## src/rtl/anpc_level_scheduler_if.sv

```systemverilog
// Bus between the modulator-side controller and the ANPC level scheduler.
// The master drives requests and dead-time configuration; the slave returns the FSM-facing outputs.
interface anpc_level_scheduler_if #(
  parameter int W = 10
);
  logic [1:0]   lev_req;
  logic         mode;
  logic [1:0]   cfg_type;
  logic [W-1:0] t_dwell;
  logic [W-1:0] cfg_t_short;
  logic [W-1:0] cfg_t_off_on;
  logic [W-1:0] cfg_t_on_offV0;
  logic [W-1:0] cfg_t_offV0_on;
  logic [W-1:0] cfg_t_off_onI0;
  logic         cfg_load;
  logic         fault_clr;

  logic [1:0]   v_lev;
  logic [1:0]   comm_type;
  logic [W-1:0] t_short;
  logic [W-1:0] t_off_on;
  logic [W-1:0] t_on_offV0;
  logic [W-1:0] t_offV0_on;
  logic [W-1:0] t_off_onI0;
  logic         busy;
  logic         hop;
  logic         cfg_pending;
  logic         fault;

  modport master (
    output lev_req, mode, cfg_type, t_dwell,
           cfg_t_short, cfg_t_off_on, cfg_t_on_offV0, cfg_t_offV0_on, cfg_t_off_onI0,
           cfg_load, fault_clr,
    input  v_lev, comm_type, t_short, t_off_on, t_on_offV0, t_offV0_on, t_off_onI0,
           busy, hop, cfg_pending, fault
  );

  modport slave (
    input  lev_req, mode, cfg_type, t_dwell,
           cfg_t_short, cfg_t_off_on, cfg_t_on_offV0, cfg_t_offV0_on, cfg_t_off_onI0,
           cfg_load, fault_clr,
    output v_lev, comm_type, t_short, t_off_on, t_on_offV0, t_offV0_on, t_off_onI0,
           busy, hop, cfg_pending, fault
  );
endinterface

```

## src/rtl/anpc_level_scheduler.sv

```systemverilog
// Level sequencer ahead of the 3L-ANPC commutation FSM: dwell enforcement, P<->N zero hops,
// commutation-type selection/rotation and shadowed dead-time updates applied only while idle.
module anpc_level_scheduler #(
  parameter int W         = 10,
  parameter int T_DEFAULT = 10
) (
  input  logic                 clk,
  input  logic                 rst,
  anpc_level_scheduler_if.slave bus
);
  localparam logic [0:0]   S_IDLE  = 1'b0;
  localparam logic [0:0]   S_DWELL = 1'b1;
  localparam logic [W-1:0] T_DEF   = W'(T_DEFAULT);

  logic [0:0]        state_q, state_d;
  logic [W-1:0]      cnt_q, cnt_d;
  logic [1:0]        lev_q, lev_d;
  logic [1:0]        type_q, type_d;
  logic [1:0]        rot_q, rot_d;
  logic              hop_q, hop_d;
  logic              pending_q, pending_d;
  logic              fault_q, fault_d;
  logic [4:0][W-1:0] dt_q, dt_d;
  logic [4:0][W-1:0] shadow_q, shadow_d;

  logic [W-1:0] dwell_len;
  logic         terminal;
  logic         evaluate;
  logic         change;
  logic         fault_set;

  always_comb begin
    dwell_len = (bus.t_dwell == '0) ? W'(1) : bus.t_dwell;
    terminal  = (state_q == S_DWELL) && (cnt_q == dwell_len - W'(1));
    evaluate  = (state_q == S_IDLE) || terminal;

    state_d   = state_q;
    cnt_d     = cnt_q;
    lev_d     = lev_q;
    type_d    = type_q;
    rot_d     = rot_q;
    hop_d     = hop_q;
    pending_d = pending_q;
    dt_d      = dt_q;
    shadow_d  = shadow_q;
    change    = 1'b0;
    fault_set = 1'b0;

    // No latched hop target: after a zero hop the live request is simply re-evaluated.
    if (evaluate) begin
      if (bus.lev_req == 2'b11) begin
        fault_set = 1'b1;
      end else if (bus.lev_req == lev_q) begin
        hop_d = 1'b0;
      end else begin
        change = 1'b1;
        if ({lev_q, bus.lev_req} == 4'b0110 || {lev_q, bus.lev_req} == 4'b1001) begin
          lev_d = 2'b00;
          hop_d = 1'b1;
        end else begin
          lev_d = bus.lev_req;
          hop_d = 1'b0;
        end
      end
    end

    if (change) begin
      state_d = S_DWELL;
      cnt_d   = '0;
      if (bus.mode) begin
        type_d = rot_q;
        rot_d  = (rot_q == 2'd2) ? 2'd0 : rot_q + 2'd1;
      end else begin
        type_d = (bus.cfg_type == 2'd3) ? 2'd0 : bus.cfg_type;
      end
    end else if (state_q == S_DWELL) begin
      if (terminal) state_d = S_IDLE;
      else          cnt_d   = cnt_q + W'(1);
    end

    // A load coinciding with an apply pushes the old shadow out and keeps the new one pending.
    if (state_q == S_IDLE && !change) begin
      dt_d      = shadow_q;
      pending_d = 1'b0;
    end
    if (bus.cfg_load) begin
      shadow_d  = {bus.cfg_t_off_onI0, bus.cfg_t_offV0_on, bus.cfg_t_on_offV0,
                   bus.cfg_t_off_on, bus.cfg_t_short};
      pending_d = 1'b1;
    end

    fault_d = fault_set ? 1'b1 : (bus.fault_clr ? 1'b0 : fault_q);
  end

  always_ff @(posedge clk) begin
    if (rst) begin
      state_q   <= S_DWELL;
      cnt_q     <= '0;
      lev_q     <= 2'b00;
      type_q    <= 2'd0;
      rot_q     <= 2'd0;
      hop_q     <= 1'b0;
      pending_q <= 1'b0;
      fault_q   <= 1'b0;
      dt_q      <= {5{T_DEF}};
      shadow_q  <= {5{T_DEF}};
    end else begin
      state_q   <= state_d;
      cnt_q     <= cnt_d;
      lev_q     <= lev_d;
      type_q    <= type_d;
      rot_q     <= rot_d;
      hop_q     <= hop_d;
      pending_q <= pending_d;
      fault_q   <= fault_d;
      dt_q      <= dt_d;
      shadow_q  <= shadow_d;
    end
  end

  assign bus.v_lev       = lev_q;
  assign bus.comm_type   = type_q;
  assign bus.hop         = hop_q;
  assign bus.busy        = (state_q == S_DWELL);
  assign bus.cfg_pending = pending_q;
  assign bus.fault       = fault_q;
  assign bus.t_short     = dt_q[0];
  assign bus.t_off_on    = dt_q[1];
  assign bus.t_on_offV0  = dt_q[2];
  assign bus.t_offV0_on  = dt_q[3];
  assign bus.t_off_onI0  = dt_q[4];
endmodule
```

## src/flat_wrapper.sv

```systemverilog
// flat-port wrapper written by rule: the top's interface ports become plain ports
module anpc_level_scheduler_flat 
#(
  parameter int W         = 10,
  parameter int T_DEFAULT = 10
)
  (clk, rst, bus_lev_req, bus_mode, bus_cfg_type, bus_t_dwell, bus_cfg_t_short, bus_cfg_t_off_on, bus_cfg_t_on_offV0, bus_cfg_t_offV0_on, bus_cfg_t_off_onI0, bus_cfg_load, bus_fault_clr, bus_v_lev, bus_comm_type, bus_t_short, bus_t_off_on, bus_t_on_offV0, bus_t_offV0_on, bus_t_off_onI0, bus_busy, bus_hop, bus_cfg_pending, bus_fault);
  anpc_level_scheduler_if #(.W(W)) bus_i ();
  input  logic clk;
  input  logic rst;
  input wire logic [$bits(bus_i.lev_req)-1:0] bus_lev_req;
  input wire logic [$bits(bus_i.mode)-1:0] bus_mode;
  input wire logic [$bits(bus_i.cfg_type)-1:0] bus_cfg_type;
  input wire logic [$bits(bus_i.t_dwell)-1:0] bus_t_dwell;
  input wire logic [$bits(bus_i.cfg_t_short)-1:0] bus_cfg_t_short;
  input wire logic [$bits(bus_i.cfg_t_off_on)-1:0] bus_cfg_t_off_on;
  input wire logic [$bits(bus_i.cfg_t_on_offV0)-1:0] bus_cfg_t_on_offV0;
  input wire logic [$bits(bus_i.cfg_t_offV0_on)-1:0] bus_cfg_t_offV0_on;
  input wire logic [$bits(bus_i.cfg_t_off_onI0)-1:0] bus_cfg_t_off_onI0;
  input wire logic [$bits(bus_i.cfg_load)-1:0] bus_cfg_load;
  input wire logic [$bits(bus_i.fault_clr)-1:0] bus_fault_clr;
  output wire logic [$bits(bus_i.v_lev)-1:0] bus_v_lev;
  output wire logic [$bits(bus_i.comm_type)-1:0] bus_comm_type;
  output wire logic [$bits(bus_i.t_short)-1:0] bus_t_short;
  output wire logic [$bits(bus_i.t_off_on)-1:0] bus_t_off_on;
  output wire logic [$bits(bus_i.t_on_offV0)-1:0] bus_t_on_offV0;
  output wire logic [$bits(bus_i.t_offV0_on)-1:0] bus_t_offV0_on;
  output wire logic [$bits(bus_i.t_off_onI0)-1:0] bus_t_off_onI0;
  output wire logic [$bits(bus_i.busy)-1:0] bus_busy;
  output wire logic [$bits(bus_i.hop)-1:0] bus_hop;
  output wire logic [$bits(bus_i.cfg_pending)-1:0] bus_cfg_pending;
  output wire logic [$bits(bus_i.fault)-1:0] bus_fault;
  assign bus_i.lev_req = bus_lev_req;
  assign bus_i.mode = bus_mode;
  assign bus_i.cfg_type = bus_cfg_type;
  assign bus_i.t_dwell = bus_t_dwell;
  assign bus_i.cfg_t_short = bus_cfg_t_short;
  assign bus_i.cfg_t_off_on = bus_cfg_t_off_on;
  assign bus_i.cfg_t_on_offV0 = bus_cfg_t_on_offV0;
  assign bus_i.cfg_t_offV0_on = bus_cfg_t_offV0_on;
  assign bus_i.cfg_t_off_onI0 = bus_cfg_t_off_onI0;
  assign bus_i.cfg_load = bus_cfg_load;
  assign bus_i.fault_clr = bus_fault_clr;
  assign bus_v_lev = bus_i.v_lev;
  assign bus_comm_type = bus_i.comm_type;
  assign bus_t_short = bus_i.t_short;
  assign bus_t_off_on = bus_i.t_off_on;
  assign bus_t_on_offV0 = bus_i.t_on_offV0;
  assign bus_t_offV0_on = bus_i.t_offV0_on;
  assign bus_t_off_onI0 = bus_i.t_off_onI0;
  assign bus_busy = bus_i.busy;
  assign bus_hop = bus_i.hop;
  assign bus_cfg_pending = bus_i.cfg_pending;
  assign bus_fault = bus_i.fault;
  anpc_level_scheduler #(.W(W), .T_DEFAULT(T_DEFAULT)) u_core (.clk(clk), .rst(rst), .bus(bus_i));
endmodule
```

## config.mk

```make
export PLATFORM = sky130hd
export DESIGN_NAME = anpc_level_scheduler_flat
export DESIGN_NICKNAME = d
export VERILOG_FILES = /design/src/rtl/anpc_level_scheduler_if.sv /design/src/rtl/anpc_level_scheduler.sv /design/src/flat_wrapper.sv
export SDC_FILE = /design/constraint.sdc
export NUM_CORES = 1
export LEC_CHECK = 0
export CAP_MARGIN = 20
export CORE_MARGIN = 4
export CORE_UTILIZATION = 35
export CTS_CLUSTER_SIZE = 14
export DETAILED_ROUTE_END_ITERATION = 8
export SLEW_MARGIN = 30
export SYNTH_ARGS = -nofsm -noshare
export SYNTH_HDL_FRONTEND = slang
export SYNTH_SLANG_ARGS = --single-unit
```

## constraint.sdc

```tcl
create_clock -name clk -period 4.21 [get_ports clk]
set_input_delay 0.6315 -clock clk [delete_from_list [all_inputs] [get_ports clk]]
set_output_delay 0.6315 -clock clk [all_outputs]
set_load 0.01 [all_outputs]
```

==> results.json <==
{
  "crit_fanout": 16,
  "cts.path.max_buffers": 2,
  "die_y_um": 126,
  "path_cells": "clkdlybuf4s50_1, or3_1, nor3_1, a21oi_1, ha_1, nand2b_1, nor3_1, nor4b_1, o32ai_1, o31ai_4, buf_8, a21oi_1, a311oi_1",
  "yosys-top-cells-area": "dfxtp_1, mux2i_1, nand2_1",
  "area_growth_pct": 41.2,
  "worst-setup-path-type": "in2reg",
  "synth.top_cell.area_share_pct": 49.7,
  "clk_pin_slew_ps": 50,
  "synth_edf_count": 0,
  "synth_area_leader_cell": "dfxtp_1",
  "antenna_left": 0,
  "muxShareOfSynthArea_pct": 10.8,
  "h-tree-depth": 4,
  "max_stage_delay_ps": 510,
  "synth_compound_area_share_pct": 12.1,
  "cts_buffers": 17,
  "fmax_ghz": 0.274,
  "hold_depth": 2,
  "ys_seq_area_share_pct": 49.7,
  "cp.arrival_ps": 3940,
  "post_cts_buffers": 0,
  "hpwl_mm": 8.52,
  "grt_max_degree": 93,
  "timing.rr.end": "u_core.bus.comm_type[0]",
  "rsz0062_at_grt": "no",
  "antenna_found_initial": 1,
  "hold_end": "u_core.bus.t_offV0_on[6]",
  "holdWs_ps": 444,
  "yosys_register_bits": 120,
  "io_pins": 127,
  "drtIter0Drc": 263,
  "fin_area_sq_um": 6820,
  "synth_fa_ha_area_share_pct": 0.518,
  "cts_resized": 0,
  "final_common_cell": "clkdlybuf4s50_1",
  "hp-start": "u_core.shadow_q[36]",
  "die_area_sq_um": 15800,
  "clockRootBuffer": "clkbuf_16",
  "cellPowerDensity_nw_per_um2": 409,
  "fin_crit_sh_pct": 86.5,
  "finalHoldViolations": 0,
  "postPlaceCellArea_sq_um": 6230,
  "grt_util_all_layers_pct": 16.4,
  "grt_pass1_wl_mm": 21.1,
  "reg2reg_from": "u_core.cnt_q[3]",
  "outcome": "complete, no violations",
  "gp_congestion": 0.807,
  "rows": 42,
  "netlist_area_sq_um": 4830,
  "wl_mm": 12.6,
  "synth-xor-area-share_pct": 1.27,
  "period_needed_ps": 3640,
  "num_antenna_cells": 0,
  "max_slew_margin_pct": 37.1,
  "clk_latency_ps": 400,
  "io_buffers": 126,
  "synthDistinctLibCells": 49,
  "async_reset_ff_share_pct": 0,
  "syn_avg_cell_area_sq_um": 8.60,
  "cap_violations": 0,
  "fin_skew_ps": 7.81,
  "num-fill-cells": 1272,
  "cp_top_family": "simple AND/OR/NAND/NOR gates",
  "via_per_inst": 4.99,
  "synth_nets": 633,
  "worstPathRequired_ps": 4510,
  "hold_buffers": 0,
  "drive_above_1_share_pct": 6.50,
  "slew_viol_final": 0,
  "hold_class": "reg2reg",
  "cts_tree": "built",
  "worst_pin_slew_ps": 943,
  "grt-ovfl-total": 0,
  "p_leak_nw": 2.61,
  "wl_per_cell_um": 14.6,
  "first_global_vias": 4268,
  "first_pass_iters": 5,
  "die_x_um": 126,
  "fin_setup_tns_ps": 0,
  "vdd_drop_max_uv": 236,
  "num_vias": 4332,
  "synth_warnings": 0,
  "synth_ff_type": "dfxtp_1",
  "finalNetCount": 751,
  "crit_path_end_kind": "flip-flop",
  "reg2reg_slack_ps": 1430,
  "synth_top_family_by_area": "simple AND/OR/NAND/NOR gates",
  "final_cell_mix": "clkdlybuf4s50_1, nand2_1, dfxtp_1",
  "syn_inst": 562,
  "clock-sinks": 120,
  "ff2ff_path_depth": 8,
  "path_buf_inv": 2,
  "initial_utilization_pct": 36.1,
  "slowest_stage": "o31ai_4",
  "start_kind": "input port",
  "core_area_sq_um": 13400,
  "post-route-drc-count": 0,
  "finalSetupViolCount": 0,
  "synthSimpleGateAreaFrac_pct": 21.5
}
-- cells in the mapped netlist, drive strengths merged, types with 2 or more instances --
cell type	n
nand2	121
dfxtp	120
nor2	57
a21oi	56
mux2i	52
clkbuf	27
nand3	18
inv	11
buf	10
nor3	7
o21ai	7
o31ai	6
or4	6
a311oi	5
nand4	5
nor2b	5
a31oi	4
xor2	4
nand2b	3
nor4b	3
xnor2	3
a21o	2
ha	2
nand4b	2
nor3b	2
nor4	2
o22ai	2
or2	2
or3	2
-- state kept, by name (all words and copies together) (netlist names) --
name and cells:
u_core.bus.busy 1, u_core.bus.t_off_on 10, u_core.bus.t_off_onI0 10, u_core.cnt_q 10, u_core.bus.comm_type 2, u_core.bus.t_offV0_on 10, u_core.bus.fault 1, u_core.rot_q 2
u_core.bus.hop 1, u_core.bus.t_short 10, u_core.bus.v_lev 2, u_core.shadow_q 50, u_core.bus.cfg_pending 1, u_core.bus.t_on_offV0 10
-- layout make-up --
cell class / instances / area, sq um / area share, %
Tap cell: 176 / 220 / 3.23
Clock buffer: 24 / 482 / 7.06
Multi-Input combinational cell: 394 / 2250 / 33.0
Inverter: 11 / 41.3 / 0.605
Clock inverter: 7 / 93.8 / 1.38
Sequential cell: 120 / 2400 / 35.2
Timing Repair Buffer: 136 / 1330 / 19.6
-- cells by family (layout without fill, tap and decap cells) --
kind of cell	after synthesis	count (layout)
muxes	52	52
adders and majority gates	2	2
xor gates and xnor gates	7	7
DFF	120	120
and+or+nand+nor	238	238
AOI/OAI and AO/OA	95	95
buffers and inverters	48	178
-- layer usage --
layer / GRT usage (%) / vias up / part of all wire (%)
li1: - / 2156 / -
met1: 19.9 / 2035 / 43
met2: 26.2 / 118 / 48
met3: 6.78 / 21 / 6.9
met4: 5.87 / 2 / 1.8
met5: 0 / - / 0.095
-- power breakdown --
part           internal [mW]  switching (mW)  total [mW]
registers               1.17          0.0196        1.19
logic                  0.108          0.0883       0.196
clock network          0.913           0.490        1.40
total                   2.19           0.598        2.79
-- worst max path at each step --
stage                   start  slack [ps]  depth (start not counted)                      end
2_1_floorplan  bus_t_dwell[2]         930                         11          u_core.cnt_q[6]
3_3_place_gp   bus_t_dwell[5]         170                         12           u_core.bus.hop
3_5_place_dp   bus_t_dwell[5]          50                         12  u_core.bus.comm_type[1]
4_1_cts        bus_t_dwell[5]         440                         12  u_core.bus.comm_type[0]
5_1_grt        bus_t_dwell[5]         240                         13  u_core.bus.comm_type[0]
6_report       bus_t_dwell[5]         570                         13  u_core.bus.comm_type[0]
-- per-stage QoR --
step | utilization [%] | total power, mW | worst slack [ps] | std cells
after floorplan | - | 1.31 | 928 | 562
after global placement | 46.5 | 1.40 | 173 | 836
after detailed placement | 46.5 | 1.41 | 50.6 | 836
after CTS | 50.8 | 2.82 | 436 | 867
after global routing | 50.9 | 2.91 | 236 | 868
final | 50.9 | 2.79 | 566 | 868
-- worst reg2reg max path, cell delays in order (launching register included) --
cell and delay [ps]:
dfxtp_1 510, xor2_1 150, or4_1 420, a311oi_1 310
o32ai_1 190, o31ai_4 510, buf_8 220, a21oi_1 90
a311oi_1 280
Power figures use the tool's default switching activity.
